==> src/rtl/mem_stage.sv <==
// Memory-access stage: byte/half/word loads and stores over a req/ack data port,
// with a one-cycle pass-through for non-memory results and a bounded wait for ack.
module mem_stage #(
  parameter int TIMEOUT = 255,
  parameter int TW      = 8
) (
  input  logic        clk,
  input  logic        rst_n,
  input  logic        in_valid,
  output logic        in_ready,
  input  logic [2:0]  in_itype,
  input  logic [31:0] in_alu_out,
  input  logic [2:0]  in_funct3,
  input  logic [31:0] in_store_data,
  input  logic [4:0]  in_rd,
  output logic        dmem_req,
  output logic        dmem_we,
  output logic [31:0] dmem_addr,
  output logic [3:0]  dmem_be,
  output logic [31:0] dmem_wdata,
  input  logic        dmem_ack,
  input  logic [31:0] dmem_rdata,
  output logic        out_valid,
  output logic [31:0] out_result,
  output logic [4:0]  out_rd,
  output logic        out_regwrite,
  output logic        out_fault
);

  localparam logic [0:0] S_IDLE   = 1'b0;
  localparam logic [0:0] S_ACCESS = 1'b1;

  localparam logic [2:0] IT_LOAD  = 3'b000;
  localparam logic [2:0] IT_ITYPE = 3'b001;
  localparam logic [2:0] IT_STORE = 3'b010;
  localparam logic [2:0] IT_RTYPE = 3'b011;

  localparam logic [TW-1:0] LIMIT = TW'((TIMEOUT > 0) ? TIMEOUT - 1 : 0);

  logic [0:0]    state;
  logic [TW-1:0] cnt;
  logic [2:0]    f3_q;
  logic [1:0]    addr_lo;

  logic        is_mem;
  logic        is_pass;
  logic        legal_f3;
  logic        misaligned;
  logic        acc_fault;
  logic [3:0]  be_next;
  logic [31:0] wdata_next;
  logic [31:0] lane;
  logic [31:0] load_val;
  logic        timeout_hit;

  assign in_ready    = (state == S_IDLE);
  assign dmem_req    = (state == S_ACCESS);
  assign timeout_hit = (TIMEOUT != 0) && (cnt == LIMIT);

  // Accept-time decode: legality, alignment and store lane steering.
  always_comb begin
    // NOTE: every output of this block gets a default first so no path can infer a latch.
    is_mem     = (in_itype == IT_LOAD) || (in_itype == IT_STORE);
    is_pass    = (in_itype == IT_RTYPE) || (in_itype == IT_ITYPE);
    legal_f3   = 1'b0;
    misaligned = 1'b0;
    be_next    = 4'b1111;
    wdata_next = in_store_data;
    if (in_itype == IT_LOAD)
      legal_f3 = (in_funct3 inside {3'b000, 3'b001, 3'b010, 3'b100, 3'b101});
    else if (in_itype == IT_STORE)
      legal_f3 = (in_funct3 inside {3'b000, 3'b001, 3'b010});
    case (in_funct3[1:0])
      2'b00: begin
        be_next    = 4'b0001 << in_alu_out[1:0];
        wdata_next = {4{in_store_data[7:0]}};
      end
      2'b01: begin
        misaligned = in_alu_out[0];
        be_next    = in_alu_out[1] ? 4'b1100 : 4'b0011;
        wdata_next = {2{in_store_data[15:0]}};
      end
      2'b10:   misaligned = (in_alu_out[1:0] != 2'b00);
      default: misaligned = 1'b0;
    endcase
    acc_fault = is_mem && (!legal_f3 || misaligned);
  end

  // Load extraction from the lane selected by the captured low address bits.
  always_comb begin
    lane = dmem_rdata >> {addr_lo, 3'b000};
    case (f3_q)
      3'b000:  load_val = {{24{lane[7]}}, lane[7:0]};
      3'b001:  load_val = {{16{lane[15]}}, lane[15:0]};
      3'b100:  load_val = {24'd0, lane[7:0]};
      3'b101:  load_val = {16'd0, lane[15:0]};
      default: load_val = lane;
    endcase
  end

  always_ff @(posedge clk or negedge rst_n) begin
    if (!rst_n) begin
      state        <= S_IDLE;
      cnt          <= '0;
      f3_q         <= '0;
      addr_lo      <= '0;
      dmem_we      <= 1'b0;
      dmem_addr    <= '0;
      dmem_be      <= '0;
      dmem_wdata   <= '0;
      out_valid    <= 1'b0;
      out_result   <= '0;
      out_rd       <= '0;
      out_regwrite <= 1'b0;
      out_fault    <= 1'b0;
    end else begin
      // NOTE: sequential state uses non-blocking assignments so every register samples pre-edge values.
      out_valid <= 1'b0;
      out_fault <= 1'b0;
      case (state)
        S_IDLE: begin
          if (in_valid) begin
            out_rd <= in_rd;
            if (is_mem && !acc_fault) begin
              state      <= S_ACCESS;
              cnt        <= '0;
              f3_q       <= in_funct3;
              addr_lo    <= in_alu_out[1:0];
              dmem_we    <= (in_itype == IT_STORE);
              dmem_addr  <= {in_alu_out[31:2], 2'b00};
              dmem_be    <= (in_itype == IT_STORE) ? be_next : 4'b1111;
              dmem_wdata <= (in_itype == IT_STORE) ? wdata_next : 32'd0;
            end else begin
              out_valid    <= 1'b1;
              out_result   <= in_alu_out;
              out_fault    <= acc_fault;
              out_regwrite <= is_pass && (in_rd != 5'd0);
            end
          end
        end
        S_ACCESS: begin
          // Ack wins over the timeout when both land on the same edge.
          if (dmem_ack) begin
            state        <= S_IDLE;
            out_valid    <= 1'b1;
            out_result   <= dmem_we ? {dmem_addr[31:2], addr_lo} : load_val;
            out_regwrite <= !dmem_we && (out_rd != 5'd0);
          end else if (timeout_hit) begin
            state        <= S_IDLE;
            out_valid    <= 1'b1;
            out_fault    <= 1'b1;
            out_result   <= {dmem_addr[31:2], addr_lo};
            out_regwrite <= 1'b0;
          end else begin
            cnt <= cnt + 1'b1;
          end
        end
        default: state <= S_IDLE;
      endcase
    end
  end

endmodule

==> config.mk <==
export PLATFORM = sky130hd
export DESIGN_NAME = mem_stage
export DESIGN_NICKNAME = d
export VERILOG_FILES = /design/src/rtl/mem_stage.sv
export SDC_FILE = /design/constraint.sdc
export NUM_CORES = 1
export LEC_CHECK = 0
export ABC_AREA = 1
export CELL_PAD_IN_SITES_DETAIL_PLACEMENT = 1
export CELL_PAD_IN_SITES_GLOBAL_PLACEMENT = 2
export CORE_MARGIN = 1
export CORE_UTILIZATION = 26
export CTS_CLUSTER_DIAMETER = 120
export CTS_CLUSTER_SIZE = 30
export DETAILED_ROUTE_END_ITERATION = 16
export MAX_ROUTING_LAYER = met4
export PLACE_DENSITY = 0.84
export SYNTH_ARGS = -nofsm -noshare
export SYNTH_HDL_FRONTEND = slang
export SYNTH_SLANG_ARGS = --single-unit
==> constraint.sdc <==
create_clock -name clk -period 2.83 [get_ports clk]
set_input_delay 0.849 -clock clk [delete_from_list [all_inputs] [get_ports clk]]
set_output_delay 0.849 -clock clk [all_outputs]
set_load 0.1 [all_outputs]
==> impl.org, run 1 <==
** Timing
- Based on the critical path, the design can be clocked at up to approximately 0.42 GHz.
- The number of max-slew violations in the final report came to 0.
- The final hold violation count was 0.
- Setup repair after global routing left no endpoint under its margin.
- The final critical path takes up about 84% of the cycle.
- Worst-Margin Slew :: 0.566 ns
- Post-layout min period :: 2.39 ns
- Final setup vio count :: 0
- Final Skew :: 0.0104 ns
- In this run the tightest slew margin relative to its limit is 62.2%.

** Synthesis
- Yosys mapped the design onto 29 distinct sky130hd cell types.
- Yosys warns :: 0
- Summing the sequential cell areas from Yosys gives between 40% and 50% of the chip area.
- In the synthesized netlist the dominant register cell turns out to be sky130_fd_sc_hd__dfrtp_1.
- After synthesis the cells add up to 6560 um2.
- Share of synthesized flip-flops with an asynchronous set or reset :: 100%
- In this run, synthesis produced a sequential element count of 121.
- Counting every instance in the synthesized netlist gives around 920.
- Dividing the synthesized area by the synthesized cell count gives 7.11 um2.
- Number of synthesized flops with an enable pin :: 0

** Critical path
- Delay of the slowest cell on the worst path :: 0.47 ns
- Critical Path Fanout Max :: 9
- Setup slack of the most critical reg-to-reg path :: 0.90 ns
- Combined buffer and inverter count along the critical path :: 4
- STA puts the critical path data required time at about 3.1 ns.
- STA classifies the critical path startpoint as an input port.
- By startpoint and endpoint, the worst setup path is classified as in2reg.
- At the worst endpoint, the arrival time is around 2.7 ns.
- Among cell families on the critical path, the largest total delay comes from buffers and inverters.
- Slowest stage cell, crit path :: sky130_fd_sc_hd__clkdlybuf4s50_1
- The worst setup path is captured at a register.
- Cell mode on critical path :: sky130_fd_sc_hd__nand2_1
- Cell Chain, Critical Path :: clkdlybuf4s50_1 -> inv_1 -> ha_1 -> nand2_1 -> nand2_1 -> nand3_1 -> nand3_2 -> nor2_4 -> inv_2 -> buf_4 -> nand3_1 -> nand2_1

** Placement
- GPL Wtd Cong :: 0.788
- In this run the tool buffered the top-level ports with 219 buffer cells.
- Dpl hpwl :: 19600 um

** Status
- The flow ran to the end, and the final reports show no timing, DRC or antenna violations.

** GRT
- Total overflow reported by the global router :: 0
- For this run, the total global-route usage over all layers was measured as about a fifth.
- In this run the most used layer during global routing was met2.
- Wire length of the first global-routing pass :: 40600 um
- For this run, global-route usage on met3 was measured as around 4.7%.
- Maximum number of pins on one net before global-route repair :: 50
- Global routing consumed, on the met1 layer, 25.8% of the routing resources.
- Via count of the first global-routing pass :: 7265
- Global routing consumed, on the met2 layer, 35.2% of the routing resources.
- Antenna violations before repair :: 0

** Detailed routing
- Total length of routed wires :: 25900 um
- Antenna-violating nets left :: 0
- The first detailed-routing pass ran for 4 iterations.
- After the first detailed-routing iteration, the DRC count stood at approximately 320.
- Average via count per standard cell :: 4.69
- Routed via count :: 6945
- After detailed routing, the average wire length per cell comes to roughly 18 um.
- DRC violation count after routing :: 0

** Clock tree
- CTS Hold Buffers Added :: 0
- Clock transition at path regs :: 0.06 ns
- TritonCTS built the clock tree.
- Worst-Skew Late Latency :: roughly 0.43 ns
- Post-CTS Repair Setup Buffers :: 0
- The clock net in this run drives a total of 121 sinks.
- Root Buffer :: sky130_fd_sc_hd__clkbuf_16
- The longest clock path from root to sink contains 2 buffers.
- After clock tree synthesis, the repair step resized 0 gates.
- Num CTS Buffers :: 17
- The clock tree synthesis step divided the H-tree into 4 levels.

** Floorplan
- Vertical die dimension :: 161 um
- Placeable core area :: between 20000 and 25000 um2
- The initialized floorplan defines 57 standard-cell rows.
- 222 I/O pins were placed.
- For this configuration, the core starts out at a cell density of 26.7%.
- The floorplan step defined a die boundary enclosing 25900 um2.
- Width of the die :: 161 um

** Power
- Sequential cells burn 25.5% of the power.
- Comb pwr share :: 50.0%
- Clock power frac :: 24.5%
- Power per cell area :: 963 nW/um2
- Power Internal :: 4.52 mW
- The design draws between 9 and 10 mW.
- Switching portion of total power :: 51.4%
- Switching power total :: between 4 and 5 mW
- LEAKAGE :: 4.76 nW
- Worst supply voltage drop on vdd :: ~0.00045 V

** Cells and area
- Number of nets in the final layout :: 1260
- Layout cells sized above 1 :: 16.8%
- Cells fill 39.3% of the core in the end.
- P&R area growth vs syn :: 47.2%
- The number of antenna diodes in the final layout is 0.

** Min path
- In this run the worst hold path is classified as in2async.

** Flow run
- Maximum Capacitance Violations :: 0
path summary, 6_finish.rpt:
kind                           startpoint        endpoint  cells past startpoint
setup / recovery             in_funct3[1]          cnt[6]                     12
hold / removal                      rst_n   out_result[2]                      1
setup reg to reg               addr_lo[0]  out_result[23]                      9
hold reg to reg            out_result[21]  out_result[21]                      2
max in group asynchronous           rst_n   dmem_addr[15]                      2
min in group clk           out_result[21]  out_result[21]                      2
per-stage QoR:
step                setup TNS (ns)  hold slack (ns)  instances  worst slack [ns]  instance area [um2]
global placement                 0            0.468       1449            0.0511                 9040
global route                     0            0.311       1480             0.261                 9650
floorplan                        0            0.487        923             0.302                 6560
finish                           0            0.315       1480             0.443                 9650
CTS                              0            0.310       1480             0.431                 9650
detailed placement         -0.0457            0.468       1449           -0.0301                 9040
cell usage after synthesis, types with 3 or more instances:
cell,count,share of area [%]
sky130_fd_sc_hd__inv_2,5,0.29
sky130_fd_sc_hd__nor2_1,57,3.3
sky130_fd_sc_hd__nand4_1,5,0.48
sky130_fd_sc_hd__buf_4,4,0.46
sky130_fd_sc_hd__o21ai_0,130,9.9
sky130_fd_sc_hd__nand3_2,3,0.46
sky130_fd_sc_hd__a21oi_1,48,3.7
sky130_fd_sc_hd__xor2_1,5,0.67
sky130_fd_sc_hd__buf_1,3,0.17
sky130_fd_sc_hd__buf_2,20,1.5
sky130_fd_sc_hd__nand3_1,46,3.5
sky130_fd_sc_hd__nand2_2,5,0.48
sky130_fd_sc_hd__dfrtp_1,121,46
sky130_fd_sc_hd__nand2_1,361,21
sky130_fd_sc_hd__clkbuf_1,20,1.1
sky130_fd_sc_hd__o21ai_1,6,0.46
sky130_fd_sc_hd__inv_1,59,3.4
sky130_fd_sc_hd__o22ai_1,5,0.48
sky130_fd_sc_hd__buf_6,3,0.52
sky130_fd_sc_hd__ha_1,5,0.95
power groups by stage:
stage	Combinational [mW]	Sequential (mW)	Clock [mW]
3_5_place_dp	4.67	2.39	0
2_1_floorplan	0.956	4.81	0
4_1_cts	4.68	2.37	2.33
3_3_place_gp	4.63	2.39	0
5_1_grt	4.89	2.42	2.40
6_report	4.64	2.37	2.28
logic make-up (layout without fill, tap and decap cells):
kind of cell,after synthesis,in the layout,share of synthesized area (%)
DFF,121,121,46.2
AOI/OAI and AO/OA,192,192,14.9
buffers and inverters,114,347,7.48
other,1,2,0.0572
adders and majority gates,5,5,0.954
xor gates and xnor gates,6,6,0.802
and+or+nand+nor,483,483,29.6
cell type report:
type / count / area [um2]
clock inverters: 13 / 169
fillers: 3044 / 14900
flip-flops and latches: 121 / 3030
inverters: 64 / 240
clock buffers: 18 / 439
repair buffers: 252 / 2330
multi-input cells: 688 / 3040
well taps: 324 / 405
worst register-to-register path: stages (launching register included):
cell                      delay [ns]
sky130_fd_sc_hd__dfrtp_1        0.38
sky130_fd_sc_hd__inv_2          0.42
sky130_fd_sc_hd__nand2_1        0.16
sky130_fd_sc_hd__nand2_1        0.13
sky130_fd_sc_hd__nand3_2        0.29
sky130_fd_sc_hd__nand3_1        0.25
sky130_fd_sc_hd__nand2_1        0.08
sky130_fd_sc_hd__nand2_1        0.07
sky130_fd_sc_hd__nand2_1        0.06
sky130_fd_sc_hd__nand2_1        0.05
metal layers:
| layer | share of wire (%) | routed length [um] |
|---|---|---|
| met1 | 44 | 11400 |
| met2 | 49 | 12700 |
| met3 | 5.9 | 1520 |
| met4 | 1.0 | 261 |
| met5 | 0 | 0 |
state kept, by name, indices dropped and copies added, names as in the netlist:
signal,cells
addr_lo,2
f3_q,3
out_rd,5
out_fault,1
dmem_req,1
dmem_be,4
out_valid,1
cnt,8
dmem_we,1
dmem_wdata,32
dmem_addr,30
out_regwrite,1
out_result,32
layout by cell type (no fill, tap or decap), types with 2 or more instances in the layout:
master and n:
sky130_fd_sc_hd__nand2_1 360, sky130_fd_sc_hd__o21ai_0 130, sky130_fd_sc_hd__buf_4 130, sky130_fd_sc_hd__dfrtp_1 121, sky130_fd_sc_hd__clkdlybuf4s50_1 109, sky130_fd_sc_hd__inv_1 59
sky130_fd_sc_hd__nor2_1 57, sky130_fd_sc_hd__a21oi_1 48, sky130_fd_sc_hd__nand3_1 46, sky130_fd_sc_hd__clkbuf_16 17, sky130_fd_sc_hd__buf_12 13, sky130_fd_sc_hd__nand2_2 6
sky130_fd_sc_hd__o21ai_1 6, sky130_fd_sc_hd__inv_2 5, sky130_fd_sc_hd__nand4_1 5, sky130_fd_sc_hd__xor2_1 5, sky130_fd_sc_hd__o22ai_1 5, sky130_fd_sc_hd__ha_1 5
sky130_fd_sc_hd__clkinv_4 4, sky130_fd_sc_hd__nand3_2 3, sky130_fd_sc_hd__bufinv_16 3, sky130_fd_sc_hd__inv_6 3, sky130_fd_sc_hd__nor2_4 2, sky130_fd_sc_hd__nor2_2 2
sky130_fd_sc_hd__conb_1 2, sky130_fd_sc_hd__clkinv_2 2
Power figures use the tool's default switching activity.
==> inputs of run 2 (changes only) <==
--- a/config.mk
+++ b/config.mk
@@ -9,12 +9,12 @@
 export CELL_PAD_IN_SITES_DETAIL_PLACEMENT = 1
 export CELL_PAD_IN_SITES_GLOBAL_PLACEMENT = 2
 export CORE_MARGIN = 1
-export CORE_UTILIZATION = 26
+export CORE_UTILIZATION = 25
 export CTS_CLUSTER_DIAMETER = 120
 export CTS_CLUSTER_SIZE = 30
 export DETAILED_ROUTE_END_ITERATION = 16
 export MAX_ROUTING_LAYER = met4
-export PLACE_DENSITY = 0.84
+export PLACE_DENSITY = 0.81
 export SYNTH_ARGS = -nofsm -noshare
 export SYNTH_HDL_FRONTEND = slang
 export SYNTH_SLANG_ARGS = --single-unit
==> constraint.sdc (replaced) <==
create_clock -name clk -period 2.35 [get_ports clk]
set_input_delay 0.705 -clock clk [delete_from_list [all_inputs] [get_ports clk]]
set_output_delay 0.705 -clock clk [all_outputs]
set_load 0.1 [all_outputs]
==> run 2 against run 1 <==
Net effect: core utilization fell by 0.85 points; register-to-register slack got worse by 0.30 ns; combinational power grew 22%; first-iteration DRC count increased by 36%; non-clock buffer count up 22; sequential cell count did not move; worst hold slack got worse by 0.15 ns; sequential power increased by 20%; routed wire length up 0.10%; die area rose by 4.0%; sequential share of layout area is 0.48 points lower; largest power group unchanged.
==> impl.org, run 2 (synthesis results as in run 1) <==
** Detailed routing
- The aggregate routed wire length was 25900 um (about the same).
- The average via count per standard cell was 4.64 (was 4.69).
- The DRC violation count after routing is 0 (unchanged).
- Number of violations reported at the end of detailed-routing iteration 0 :: 439 (was 322)
- The first-pass iteration count of the detailed router is 4 (unchanged).
- Routed via count :: 7004 (was 6945)
- Wire length per cell after detailed routing :: 17.2 um (was 17.5 um)
- Antenna-violating nets left :: 0 (unchanged)

** Power
- Overall power of the completed layout :: 11.0 mW (was 9.29 mW)
- The switching power total is 5.84 mW (was 4.77 mW).
- The switching fraction of total power is 53.1% (was 51.4%).
- Comb pwr share :: 51.4% (was 50.0%)
- Worst supply voltage drop on vdd :: 0.000680 V (was 0.000448 V)
- Power per cell area :: 1120 nW/um2 (was 963 nW/um2)
- Power share of the sequential group :: 25.9% (was 25.5%)
- The cell leakage power was 4.83 nW (was 4.76 nW).
- The internal power came to 5.17 mW (was 4.52 mW).
- Clock power frac :: 22.8% (was 24.5%)

** Clock tree
- CTS tree :: done (unchanged)
- The number of clock sinks came to 121 (unchanged).
- Post-CTS Repair Setup Buffers :: 0 (unchanged)
- The total of hold buffers inserted after clock tree synthesis was 0 (unchanged).
- Num CTS Buffers :: 17 (unchanged)
- The clock latency on the worst-skew pair is 0.43 ns (about the same).
- Clock transition at path regs :: 0.07 ns (was 0.06 ns)
- Root Buffer :: sky130_fd_sc_hd__clkbuf_16 (unchanged)
- The maximum root-to-sink buffer count was 2 (unchanged).
- The number of H-tree levels is 4 (unchanged).
- Post-cts resize count :: 0 (unchanged)

** Min path
- Min-delay worst type :: in2async (unchanged)

** Placement
- The final weighted congestion in routability-driven placement was 0.835 (was 0.788).
- Buffers on Ports :: 219 (unchanged)
- Dpl hpwl :: 19800 um (was 19600 um)
- The pre-CTS setup slack came to -0.332 ns (was -0.0301 ns).

** Critical path
- The type of the worst setup path was in2reg (unchanged).
- Element type at the critical path end :: register (unchanged)
- Worst path required time :: 2.65 ns (was 3.14 ns)
- The logic depth of the worst register-to-register path was 10 (was 9).
- The biggest fanout along the worst timing path came to 21 (was 9).
- Critical path data arrival time :: 2.52 ns (was 2.69 ns)
- The beginning of the worst register-to-register path is addr_lo[0] (unchanged).
- The kind of start point of the critical path was an input port (unchanged).
- R2r endpoint :: out_result[26] (was out_result[23])
- The reg-to-reg setup timing slack came to 0.60 ns (was 0.90 ns).

** Timing
- Post-layout min period :: about 2.2 ns
- Final Skew :: 0.0182 ns (was 0.0104 ns)
- Final clock period utilization by the worst path :: 94.4%
- The count of endpoints failing setup in the final report came to 0 (unchanged).
- Number of max-slew violations in the final report :: 0 (unchanged)
- Final setup slack of the worst path :: 0.132 ns (was 0.443 ns)
- Final hold vios :: 0 (unchanged)
- RSZ-0062 raised after global routing: yes (was no).
- Based on the critical path, the design can be clocked at up to 0.451 GHz.

** Flow run
- Maximum Capacitance Violations :: 0 (unchanged)

** Floorplan
- The die outline area is 26900 um2 (was 25900 um2).
- Placeable core area :: 25500 um2 (was 24500 um2)
- Vertical die dimension :: 164 um (was 161 um)
- Initial Utilization :: 25.7% (was 26.7%)
- Ports placed on the boundary :: 222 (unchanged)
- Cell Rows :: 58 (was 57)
- The horizontal die dimension was 164 um (was 161 um).

** Cells and area
- Commonest non-fill, non-tap cell in the layout :: sky130_fd_sc_hd__nand2_1 (unchanged)
- The area growth from synthesis to layout is 49.6% (was 47.2%).
- Number of nets in the final layout :: 1282 (was 1260)
- Most frequent cells in the layout: sky130_fd_sc_hd__nand2_1 (359), sky130_fd_sc_hd__buf_4 (149), sky130_fd_sc_hd__o21ai_0 (129) (was sky130_fd_sc_hd__nand2_1 (360), sky130_fd_sc_hd__o21ai_0 (130), sky130_fd_sc_hd__buf_4 (130)).
- Biggest registers after layout: dmem_wdata: 32 flops, out_result: 32 flops, dmem_addr: 30 flops (unchanged).
- The fraction of final layout cells with drive strength greater than 1 came to 18.5% (was 16.8%).

** GRT
- Total Routing Usage GR :: 20.4% (was 21.1%)
- Total overflow reported by the global router :: 0 (unchanged)
- Wire length of the first global-routing pass :: 40200 um (was 40600 um)
- Via count of the first global-routing pass :: 7360 (was 7265)
- The pin count of the biggest net entering global routing is 45 (was 50).
- Antenna violations before repair :: 1 (was 0)

** Status
- Run status :: finished, final reports clean (unchanged)
-- run 2: worst max-delay path by stage --
stage | from | end | slack, ns | cells past startpoint
6_report | in_funct3[1] | dmem_wdata[2] | 0.13 | 12
5_1_grt | in_funct3[1] | addr_lo[0] | -0.02 | 11
4_1_cts | in_funct3[1] | dmem_wdata[15] | 0.09 | 11
3_5_place_dp | in_funct3[1] | dmem_wdata[15] | -0.33 | 11
3_3_place_gp | in_funct3[1] | dmem_wdata[11] | -0.27 | 11
2_1_floorplan | dmem_req | in_ready | 0.19 | 3
-- run 2: power groups by stage --
stage | logic [mW] | clock network (mW) | registers [mW]
global placement | 5.64 | 0 | 2.89
global route | 5.96 | 2.65 | 2.91
detailed placement | 5.69 | 0 | 2.89
floorplan | 1.15 | 0 | 5.79
CTS | 5.70 | 2.57 | 2.86
finish | 5.65 | 2.50 | 2.85
-- run 2: area by class of cell --
class                           instances  area (um2)
Multi-Input combinational cell        688        3050
Tap cell                              330         413
Sequential cell                       121        3030
Timing Repair Buffer                  274        2530
Clock inverter                         14         113
Fill cell                            3124       15700
Antenna cell                            2        5.00
Inverter                               64         240
Clock buffer                           18         429
-- run 2: worst max-delay path, stage by stage --
cell,delay (ns)
sky130_fd_sc_hd__clkdlybuf4s50_1,0.48
sky130_fd_sc_hd__inv_1,0.10
sky130_fd_sc_hd__ha_1,0.26
sky130_fd_sc_hd__nand2_1,0.09
sky130_fd_sc_hd__nand2_1,0.05
sky130_fd_sc_hd__nand3_1,0.07
sky130_fd_sc_hd__nand3_2,0.12
sky130_fd_sc_hd__nor2_4,0.19
sky130_fd_sc_hd__inv_2,0.13
sky130_fd_sc_hd__buf_12,0.18
sky130_fd_sc_hd__nand2_1,0.06
sky130_fd_sc_hd__o21ai_0,0.08
-- run 2: stage by stage --
stage / cell area (um2) / std cells / hold WS (ns) / utilization [%] / setup TNS, ns
after floorplan: 6560 / 923 / 0.409 / - / 0
after global placement: 9260 / 1477 / 0.467 / 36.3 / -23.03
after detailed placement: 9260 / 1477 / 0.474 / 36.3 / -27.71
after CTS: 9800 / 1509 / 0.153 / 38.5 / 0
after global routing: 9800 / 1510 / 0.174 / 38.5 / -0.0528
final: 9810 / 1511 / 0.163 / 38.5 / 0
-- run 2: metal layers --
layer  global-route usage [%]  vias up  wire [um]
met5                        -        -          0
met4                     5.26        0        303
met3                     5.33       24       1640
met2                     33.6      197      12500
met1                     24.5     3348      11500
li1                         -     3435          -
